File: config.mk
export PLATFORM = sky130hd
export DESIGN_NAME = hwpe_ctrl_tile_sequencer
export DESIGN_NICKNAME = d
export VERILOG_FILES = /design/src/rtl/hwpe_ctrl_tile_sequencer_pkg.sv /design/src/rtl/hwpe_ctrl_tile_sequencer_addrgen.sv /design/src/rtl/hwpe_ctrl_tile_sequencer.sv
export SDC_FILE = /design/constraint.sdc
export NUM_CORES = 1
export LEC_CHECK = 0
export ABC_AREA = 1
export BUFFER_PORTS_ARGS = -buffer_cell sky130_fd_sc_hd__buf_2
export CORE_ASPECT_RATIO = 1.25
export CORE_UTILIZATION = 50
export CTS_BUF_LIST = sky130_fd_sc_hd__clkbuf_8
export DETAILED_ROUTE_END_ITERATION = 7
export GPL_TIMING_DRIVEN = 1
export PLACE_DENSITY = 0.7
export SLEW_MARGIN = 20
export SYNTH_ARGS = -nofsm -noshare
export SYNTH_HDL_FRONTEND = slang
export SYNTH_SLANG_ARGS = --single-unit
export TNS_END_PERCENT = 20
File: constraint.sdc
create_clock -name clk_i -period 2.7 [get_ports clk_i]
set_input_delay 0.27 -clock clk_i [delete_from_list [all_inputs] [get_ports clk_i]]
set_output_delay 0.27 -clock clk_i [all_outputs]
set_load 0.03 [all_outputs]
File: src/rtl/hwpe_ctrl_tile_sequencer_pkg.sv
// ============================================================================
// Module      : hwpe_ctrl_package
// Description : Shared types for the HWPE tile sequencer: job configuration,
//               output flag bundle and FSM state encoding.
// Revision    : 1.0 - initial release
// ============================================================================
`default_nettype none

package hwpe_ctrl_package;

    localparam int unsigned HWPE_CTRL_CNT_WIDTH  = 16;
    localparam int unsigned HWPE_CTRL_ADDR_WIDTH = 32;

    // Job configuration captured on start.
    typedef struct packed {
        logic [HWPE_CTRL_CNT_WIDTH-1:0]  n_tiles;
        logic [HWPE_CTRL_ADDR_WIDTH-1:0] base_addr;
        logic [HWPE_CTRL_ADDR_WIDTH-1:0] stride;
    } tile_seq_cfg_t;

    // Status/flag outputs of the sequencer.
    typedef struct packed {
        logic                           tile_valid;
        logic [HWPE_CTRL_CNT_WIDTH-1:0] tile_idx;
        logic                           tile_last;
        logic                           tile_evt;
        logic                           done;
        logic                           busy;
        logic                           err;
    } tile_seq_flags_t;

    typedef enum logic [1:0] {
        TS_IDLE  = 2'd0,
        TS_ISSUE = 2'd1,
        TS_WAIT  = 2'd2,
        TS_DONE  = 2'd3
    } tile_seq_state_t;

endpackage : hwpe_ctrl_package

`default_nettype wire

File: src/rtl/hwpe_ctrl_tile_sequencer_addrgen.sv
// ============================================================================
// Module      : hwpe_ctrl_tile_addrgen
// Description : Tile index counter plus address accumulator.
//               clk_i/rst_ni  : clock, async active-low reset
//               clear_i       : synchronous clear (highest priority)
//               load_i        : idx <= 0, addr <= base_i
//               step_i        : idx <= idx+1, addr <= addr+stride_i (wraps)
//               n_tiles_i     : job tile count, used for the last flag
//               idx_o/addr_o  : current tile index / address
//               last_o        : idx_o == n_tiles_i-1
// Revision    : 1.0 - initial release
// ============================================================================
`default_nettype none

module hwpe_ctrl_tile_addrgen #(
    parameter int unsigned CNT_WIDTH  = 16,
    parameter int unsigned ADDR_WIDTH = 32
) (
    input  logic                  clk_i,
    input  logic                  rst_ni,
    input  logic                  clear_i,
    input  logic                  load_i,
    input  logic                  step_i,
    input  logic [ADDR_WIDTH-1:0] base_i,
    input  logic [ADDR_WIDTH-1:0] stride_i,
    input  logic [CNT_WIDTH-1:0]  n_tiles_i,
    output logic [CNT_WIDTH-1:0]  idx_o,
    output logic [ADDR_WIDTH-1:0] addr_o,
    output logic                  last_o
);

    logic [CNT_WIDTH-1:0]  idx_q,  idx_d;
    logic [ADDR_WIDTH-1:0] addr_q, addr_d;

    always_comb begin
        idx_d  = idx_q;
        addr_d = addr_q;
        if (clear_i) begin
            idx_d  = '0;
            addr_d = '0;
        end else if (load_i) begin
            idx_d  = '0;
            addr_d = base_i;
        end else if (step_i) begin
            idx_d  = idx_q + CNT_WIDTH'(1);
            addr_d = addr_q + stride_i;
        end
    end

    always_ff @(posedge clk_i or negedge rst_ni) begin
        if (!rst_ni) begin
            idx_q  <= '0;
            addr_q <= '0;
        end else begin
            idx_q  <= idx_d;
            addr_q <= addr_d;
        end
    end

    assign idx_o  = idx_q;
    assign addr_o = addr_q;
    // Step is never issued on the last tile, so idx cannot pass n_tiles-1.
    assign last_o = (idx_q == (n_tiles_i - CNT_WIDTH'(1)));

endmodule : hwpe_ctrl_tile_addrgen

`default_nettype wire

File: src/rtl/hwpe_ctrl_tile_sequencer.sv
// ============================================================================
// Module      : hwpe_ctrl_tile_sequencer
// Description : Latches a job on start_i and issues its tiles one at a time
//               over a valid/ready handshake, waiting for each tile's
//               completion before issuing the next; pulses done_o at the end.
//               Inputs : clk_i, rst_ni, clear_i, start_i, cfg_*_i,
//                        tile_ready_i, tile_done_i
//               Outputs: tile_valid_o/addr_o/idx_o/last_o (tile request),
//                        tile_evt_o, done_o, busy_o, err_o (status)
// Revision    : 1.0 - initial release
// ============================================================================
`default_nettype none

module hwpe_ctrl_tile_sequencer
    import hwpe_ctrl_package::*;
#(
    parameter int unsigned CNT_WIDTH  = HWPE_CTRL_CNT_WIDTH,
    parameter int unsigned ADDR_WIDTH = HWPE_CTRL_ADDR_WIDTH
) (
    input  logic                  clk_i,
    input  logic                  rst_ni,
    input  logic                  clear_i,
    input  logic                  start_i,
    input  logic [CNT_WIDTH-1:0]  cfg_n_tiles_i,
    input  logic [ADDR_WIDTH-1:0] cfg_base_addr_i,
    input  logic [ADDR_WIDTH-1:0] cfg_stride_i,
    output logic                  tile_valid_o,
    input  logic                  tile_ready_i,
    output logic [ADDR_WIDTH-1:0] tile_addr_o,
    output logic [CNT_WIDTH-1:0]  tile_idx_o,
    output logic                  tile_last_o,
    input  logic                  tile_done_i,
    output logic                  tile_evt_o,
    output logic                  done_o,
    output logic                  busy_o,
    output logic                  err_o
);

    tile_seq_state_t state_q;
    tile_seq_cfg_t   cfg_q;
    tile_seq_flags_t flags;
    logic            evt_q;
    logic            err_q;

    logic            ag_load;
    logic            ag_step;
    logic            ag_last;
    logic [CNT_WIDTH-1:0]  ag_idx;
    logic [ADDR_WIDTH-1:0] ag_addr;

    // The counter loads base straight from the input on the start cycle,
    // in parallel with cfg_q capturing it.
    assign ag_load = (state_q == TS_IDLE) && start_i;
    assign ag_step = (state_q == TS_WAIT) && tile_done_i && !ag_last;

    hwpe_ctrl_tile_addrgen #(
        .CNT_WIDTH  (CNT_WIDTH),
        .ADDR_WIDTH (ADDR_WIDTH)
    ) u_addrgen (
        .clk_i     (clk_i),
        .rst_ni    (rst_ni),
        .clear_i   (clear_i),
        .load_i    (ag_load),
        .step_i    (ag_step),
        .base_i    (cfg_base_addr_i),
        .stride_i  (cfg_q.stride),
        .n_tiles_i (cfg_q.n_tiles),
        .idx_o     (ag_idx),
        .addr_o    (ag_addr),
        .last_o    (ag_last)
    );

    always_ff @(posedge clk_i or negedge rst_ni) begin
        if (!rst_ni) begin
            state_q <= TS_IDLE;
            cfg_q   <= '0;
            evt_q   <= 1'b0;
            err_q   <= 1'b0;
        end else if (clear_i) begin
            state_q <= TS_IDLE;
            cfg_q   <= '0;
            evt_q   <= 1'b0;
            err_q   <= 1'b0;
        end else begin
            evt_q <= 1'b0;
            // Completion is only legal after acceptance, i.e. in WAIT;
            // a done in the handshake cycle of ISSUE is also an error.
            if (tile_done_i && (state_q != TS_WAIT)) begin
                err_q <= 1'b1;
            end
            case (state_q)
                TS_IDLE: begin
                    if (start_i) begin
                        cfg_q.n_tiles   <= cfg_n_tiles_i;
                        cfg_q.base_addr <= cfg_base_addr_i;
                        cfg_q.stride    <= cfg_stride_i;
                        state_q <= (cfg_n_tiles_i != '0) ? TS_ISSUE : TS_DONE;
                    end
                end
                TS_ISSUE: begin
                    if (tile_ready_i) begin
                        state_q <= TS_WAIT;
                    end
                end
                TS_WAIT: begin
                    if (tile_done_i) begin
                        evt_q   <= 1'b1;
                        state_q <= ag_last ? TS_DONE : TS_ISSUE;
                    end
                end
                TS_DONE: begin
                    state_q <= TS_IDLE;
                end
                default: begin
                    state_q <= TS_IDLE;
                end
            endcase
        end
    end

    // Every flag is either a register or a decode of the registered state.
    assign flags.tile_valid = (state_q == TS_ISSUE);
    assign flags.tile_idx   = ag_idx;
    assign flags.tile_last  = ((state_q == TS_ISSUE) || (state_q == TS_WAIT)) && ag_last;
    assign flags.tile_evt   = evt_q;
    assign flags.done       = (state_q == TS_DONE);
    assign flags.busy       = (state_q != TS_IDLE);
    assign flags.err        = err_q;

    assign tile_valid_o = flags.tile_valid;
    assign tile_addr_o  = ag_addr;
    assign tile_idx_o   = flags.tile_idx;
    assign tile_last_o  = flags.tile_last;
    assign tile_evt_o   = flags.tile_evt;
    assign done_o       = flags.done;
    assign busy_o       = flags.busy;
    assign err_o        = flags.err;

endmodule : hwpe_ctrl_tile_sequencer

`default_nettype wire

### Word level (Yosys, flattened, before mapping)

Cells that the tools add are included.

| word-level totals | value |
|---|---|
| register bits after elaboration | 100 |
| input bits | 86 |
| output and inout port bits | 54 |
| logic and storage cells | 55 |

| operators by class | value |
|---|---|
| add/sub/neg operators | 3 |
| equality and inequality tests | 8 |
| muxes and demuxes | 21 |
| reductions and logical operators | 16 |

Operator list:

| operator | count |
|---|---|
| $mux W80 | 3 |
| $mux W32 | 3 |
| $mux W16 | 3 |
| $add A32 B32 Y32 | 1 |
| $add A16 B1 Y16 const B | 1 |
| $eq A16 B16 Y1 | 1 |
| $reduce_bool A16 Y1 | 1 |
| $sub A16 B1 Y16 const B | 1 |
| $mux W2 | 6 |
| $pmux W2 S4 | 1 |
| $reduce_bool A2 Y1 | 4 |
| $ne A3 B3 Y1 const B | 2 |
| $logic_and A1 B1 Y1 | 5 |
| $mux W1 | 5 |
| $eq A2 B2 Y1 const B | 2 |
| $ne A3 B2 Y1 const B | 1 |
| $reduce_and A3 Y1 | 1 |
| $reduce_bool A3 Y1 | 1 |
| $eq A2 B1 Y1 const B | 1 |
| $logic_not A2 Y1 | 1 |
| $ne A2 B2 Y1 const B | 1 |
| $reduce_and A2 Y1 | 1 |
| $logic_not A1 Y1 | 1 |
| $logic_or A1 B1 Y1 | 1 |

### Depth between registers and ports, before layout

| depth | value |
|---|---|
| depth in word-level cells | 7 |
| gate-level depth with buffers | 18 |
| gate-level depth less buffers | 17 |

### Hierarchy

From an unflattened synthesis, not the netlist that was laid out.

| unflattened totals | value |
|---|---|
| cell total of the unflattened synthesis | 1190 |
| area total of the unflattened synthesis | 7641.1 um2 |

Modules (own cells, without submodules):

| module | times used | cells each | area an instance (um2) | sequential area each (um2) |
|---|---|---|---|---|
| hwpe_ctrl_tile_addrgen | 1 | 926 | 5373.9 | 1201.2 |
| hwpe_ctrl_tile_sequencer | 1 | 264 | 2267.2 | 1301.2 |

### Worst setup path before layout

No wires, ideal clock.

| timing path | value |
|---|---|
| path kind | register -> register |
| start point | register u_addrgen.addr_q[0] (netlist: u_addrgen.addr_o[0]) |
| end point | register u_addrgen.addr_q[16] (netlist: u_addrgen.addr_o[16]) |
| setup time | 117 ps |
| arrival time | 2066 ps |
| data required time | 2583 ps |
| setup slack | 517 ps |
| cell stages (with the launch flop) | 16 |
| period minus slack after synthesis | 2183 ps |
| path through | dfrtp_1 ha_1 inv_1 fa_1 inv_1 nand3_1 nand3_1 nand2_1 nand2_1 nand2_1 nand2_1 o21ai_0 o22ai_1 nor2_1 nand2_1 nand2_1 |

| on the way | value |
|---|---|
| cells in the longest elaborated chain, start to end | 4 |

Ends and longest elaborated chain:

| item | RTL line | text |
|---|---|---|
| from (decl) | hwpe_ctrl_tile_sequencer_addrgen.sv:33 | `logic [ADDR_WIDTH-1:0] addr_q, addr_d;` |
| from (signal assigned) | hwpe_ctrl_tile_sequencer_addrgen.sv:56 | `addr_q <= addr_d;` |
| $add A32 B32 Y32 | hwpe_ctrl_tile_sequencer_addrgen.sv:46 | `addr_d = addr_q + stride_i;` |
| $mux W32 | hwpe_ctrl_tile_sequencer_addrgen.sv:44 | `end else if (step_i) begin` |
| $mux W32 | hwpe_ctrl_tile_sequencer_addrgen.sv:41 | `end else if (load_i) begin` |
| $mux W32 | hwpe_ctrl_tile_sequencer_addrgen.sv:38 | `if (clear_i) begin` |

No other way between the ends. The select of a mux whose other input is x is not followed.
A chain may end at the register's enable or synchronous reset.

### Worst setup path after layout

| timing path | value |
|---|---|
| start point | register cfg_q[64] in the netlist's numbering |
| end point | output tile_last_o |

| on the way | value |
|---|---|
| cells in the longest elaborated chain, start to end | 3 |

Ends and longest elaborated chain:

| item | RTL line | text |
|---|---|---|
| from (decl) | hwpe_ctrl_tile_sequencer.sv:40 | `tile_seq_cfg_t cfg_q;` |
| $sub A16 B1 Y16 | hwpe_ctrl_tile_sequencer_addrgen.sv:63 | `assign last_o = (idx_q == (n_tiles_i - CNT_WIDTH'(1)));` |
| $eq A16 B16 Y1 | hwpe_ctrl_tile_sequencer_addrgen.sv:63 |  |
| $logic_and A1 B1 Y1 | hwpe_ctrl_tile_sequencer.sv:124 | `assign flags.tile_last = ((state_q == TS_ISSUE) \|\| (state_q == TS_WAIT)) && ag_last;` |
| to (decl) | hwpe_ctrl_tile_sequencer.sv:31 | `output logic tile_last_o,` |

No other way between the ends.

==> impl_metrics.tcl <==
set metrics [dict create \
    synthCells 1333 \
    post-route-util 0.5809 \
    tns_ns 0 \
    grt_pass1_vias 8443 \
    min_period_over_period 0.9361 \
    ff2ff_path_depth 15 \
    vias 8729 \
    timing.hold.worst.class "input port to flip-flop" \
    period_needed_ns 2.527 \
    synthSimpleGateAreaFrac 0.4312 \
    synthMuxAreaShare 0 \
    dp_cells 1655 \
    ys.warnings.count 0 \
    crit_arrival_ns 2.26 \
    drtAntennaViolNets 0 \
    die_area_mm2 0.01693 \
    avgSynthCellArea_um2 6.157 \
    slew_headroom 0.4930 \
    remaining_drc_errors 0 \
    routed_wl_um 25200 \
    crit_path_start_kind "flip-flop" \
    drv_cap 0 \
    synth_fa_ha_area_frac 0.05885 \
    holdCritStartpoint "cfg_stride_i[4]" \
    viasPerCell 5.218 \
    clk_latency_ns 0.40 \
    place.port_buffers 139 \
    endpoint_kind "output port" \
    place_hpwl_um 19050 \
    area_growth_pct 14.21 \
    final_layout_size_suffix_gt1_frac 0.1380 \
    wire_per_inst_um 15.06 \
    die_height_um 145.2 \
    ys_seq_elements 100 \
    slew_viol_final 0 \
    htree_levels 3 \
    skew_ns 0.01625 \
    syn_area_mm2 0.008207 \
    first_pass_iters 5 \
    path_clk_slew_ns 0.11 \
    synth_compound_area_frac 0.05611 \
    cellLeakagePower_uw 0.005569 \
    row_count 52 \
    antenna_found_initial 0 \
    seq_area_mm2 0.002502 \
    fin_nets 1578 \
    placed_area_mm2 0.009092 \
    required_ns 2.43 \
    tightest_slew_ns 0.7536 \
    io_pins 140 \
    final_hold_viol_count 0 \
    power.density_mw_per_mm2 847.7 \
    path_class "flip-flop to output port" \
    start_util 0.5086 \
    vdd_drop_max_mv 0.3827 \
    final_area_mm2 0.009373 \
    cts_tree "yes" \
    critPathLaunch "cfg_q[64]" \
    whs_ns 0.09315 \
    synth_cell_types 37 \
    synth_xor_area_frac 0.03415 \
    synth_top_family_by_area "simple AND/OR/NAND/NOR gates" \
    synth_nets 1457 \
    cts_buffer_depth 2 \
    track_usage 0.3165 \
    whs_path_depth 3 \
    routabilityCongestion 0.9296 \
    grt_first_pass_wirelength_um 41630 \
    die_w_um 116.6 \
    n_antenna_cell 0 \
    final_cells 1673 \
    fillers 1731 \
    fmax_ghz 0.3957 \
    finalSetupViolations 0 \
    ys_seq_area_frac 0.3049 \
    drtIter0Drc 522 \
    cts.sinks 100 \
    critical_path.max_fanout 4 \
    outcome "completed" \
    cts_buffers 9 \
    root_buffer "clkbuf_8" \
    grt_max_degree 78 \
    multi_input_area_mm2 0.004830 \
    coreArea_mm2 0.01614 \
    overflow 0 \
    crit-reg2reg-launch "cfg_q[66]" \
]
power by group:
part	internal, uW	switching [uW]
Sequential	1870	375
Combinational	1510	3170
Clock	428	584
Total	3820	4130
synthesized netlist by cell type:
cell type,number,area share
ha_1,37,0.056
nand2_1,509,0.23
inv_2,3,0.0014
a211oi_1,2,0.0018
nor4_1,14,0.011
inv_1,182,0.083
xor2_1,23,0.025
buf_1,2,0.00092
dfrtp_1,100,0.30
clkbuf_2,2,0.0012
nor2_1,101,0.046
o22ai_1,4,0.0030
buf_2,7,0.0043
buf_6,5,0.0069
clkinv_1,2,0.00092
o221ai_1,1,0.0011
nor3_1,15,0.0091
a21oi_1,46,0.028
o21ai_0,27,0.016
o21bai_1,1,0.00092
xnor2_1,9,0.0096
clkbuf_1,29,0.013
or2_2,4,0.0030
nand2_2,3,0.0023
nand3_2,2,0.0024
nor2_4,2,0.0027
o211ai_1,2,0.0018
nand3b_1,4,0.0037
nand4_1,10,0.0076
nand3_1,165,0.10
fa_1,1,0.0024
buf_4,3,0.0027
and2_1,7,0.0053
nor2_2,4,0.0030
a21o_1,2,0.0018
o2111ai_1,1,0.0011
and3_1,2,0.0015
layout make-up:
cell class                      count  area share
Clock buffer                        9     0.01322
Clock inverter                      5    0.006541
Inverter                          187     0.07489
Multi-Input combinational cell    998      0.5153
Sequential cell                   100      0.2670
Tap cell                          216     0.02883
Timing Repair Buffer              158     0.09425
critical path: stages, from the launching register on:
cell and delay, ns:
dfrtp_1 0.40, inv_2 0.10, ha_4 0.16, inv_1 0.06, nor2_2 0.12, nand3_2 0.11
nor2_4 0.17, xnor2_2 0.14, o2111ai_1 0.15, nor2_2 0.11, nand3_1 0.08, nor2_1 0.09
buf_4 0.16
flip-flops by register name, summed over array words and instances (netlist names):
register,flops
u_addrgen.addr_o,32
u_addrgen.idx_o,16
cfg_q,48
tile_evt_o,1
state_q,2
err_o,1
worst paths after layout:
| kind | endpoint | slack (ns) |
|---|---|---|
| worst max-delay path | tile_last_o | 0.17 |
| worst min-delay path | cfg_q[4] | 0.09 |
| worst max register to register | u_addrgen.addr_o[3] | 0.26 |
| worst min register to register | cfg_q[0] | 0.49 |
| max in group asynchronous | u_addrgen.idx_o[13] | 1.55 |
| min in group asynchronous | tile_evt_o | 0.42 |
cells by family after synthesis:
group	count (synthesis)
xor gates and xnor gates	32
DFF	100
and+or+nand+nor	842
buffers and inverters	235
adders and majority gates	38
AOI/OAI and AO/OA	86
timing repair:
item / in CTS / in global routing
endpoints found under the hold margin: 47 / 0
pin swaps: 0 / 5
setup buffers: 0 / 3
hold buffers: 1 / 0
gates resized for setup: 1 / 15
setup endpoints to repair: 1 / 19
per-stage QoR:
step | setup WS, ns | power, uW
2_1_floorplan | 0.5169 | 5492
3_3_place_gp | 0.2685 | 6780
3_5_place_dp | 0.2437 | 6821
4_1_cts | 0.02633 | 7843
5_1_grt | -0.007930 | 8607
6_report | 0.1726 | 7945
per-layer routing:
metal / vias up / wire length [um] / global-route usage
met5: - / 0 / 0
met4: 0 / 888 / 0.1361
met3: 55 / 1068 / 0.03091
met2: 257 / 12450 / 0.5385
met1: 4000 / 10790 / 0.4017
li1: 4417 / - / -
layout by cell type, fill, tap and decap left out, types with 4 or more instances in the layout:
cell type  instances
a21oi_1           44
and2_1             7
buf_2            137
buf_4             17
clkbuf_8           9
dfrtp_1          100
ha_1              36
inv_1            181
inv_2              5
nand2_1          508
nand2_2            4
nand3_1          164
nand3b_1           4
nand4_1           10
nor2_1            97
nor2_2             5
nor2_4             5
nor3_1            15
nor4_1            14
o21ai_0           27
o22ai_1            4
or2_2              4
xnor2_1            8
xor2_1            23
Note: power is estimated with default switching activity, not from simulation.
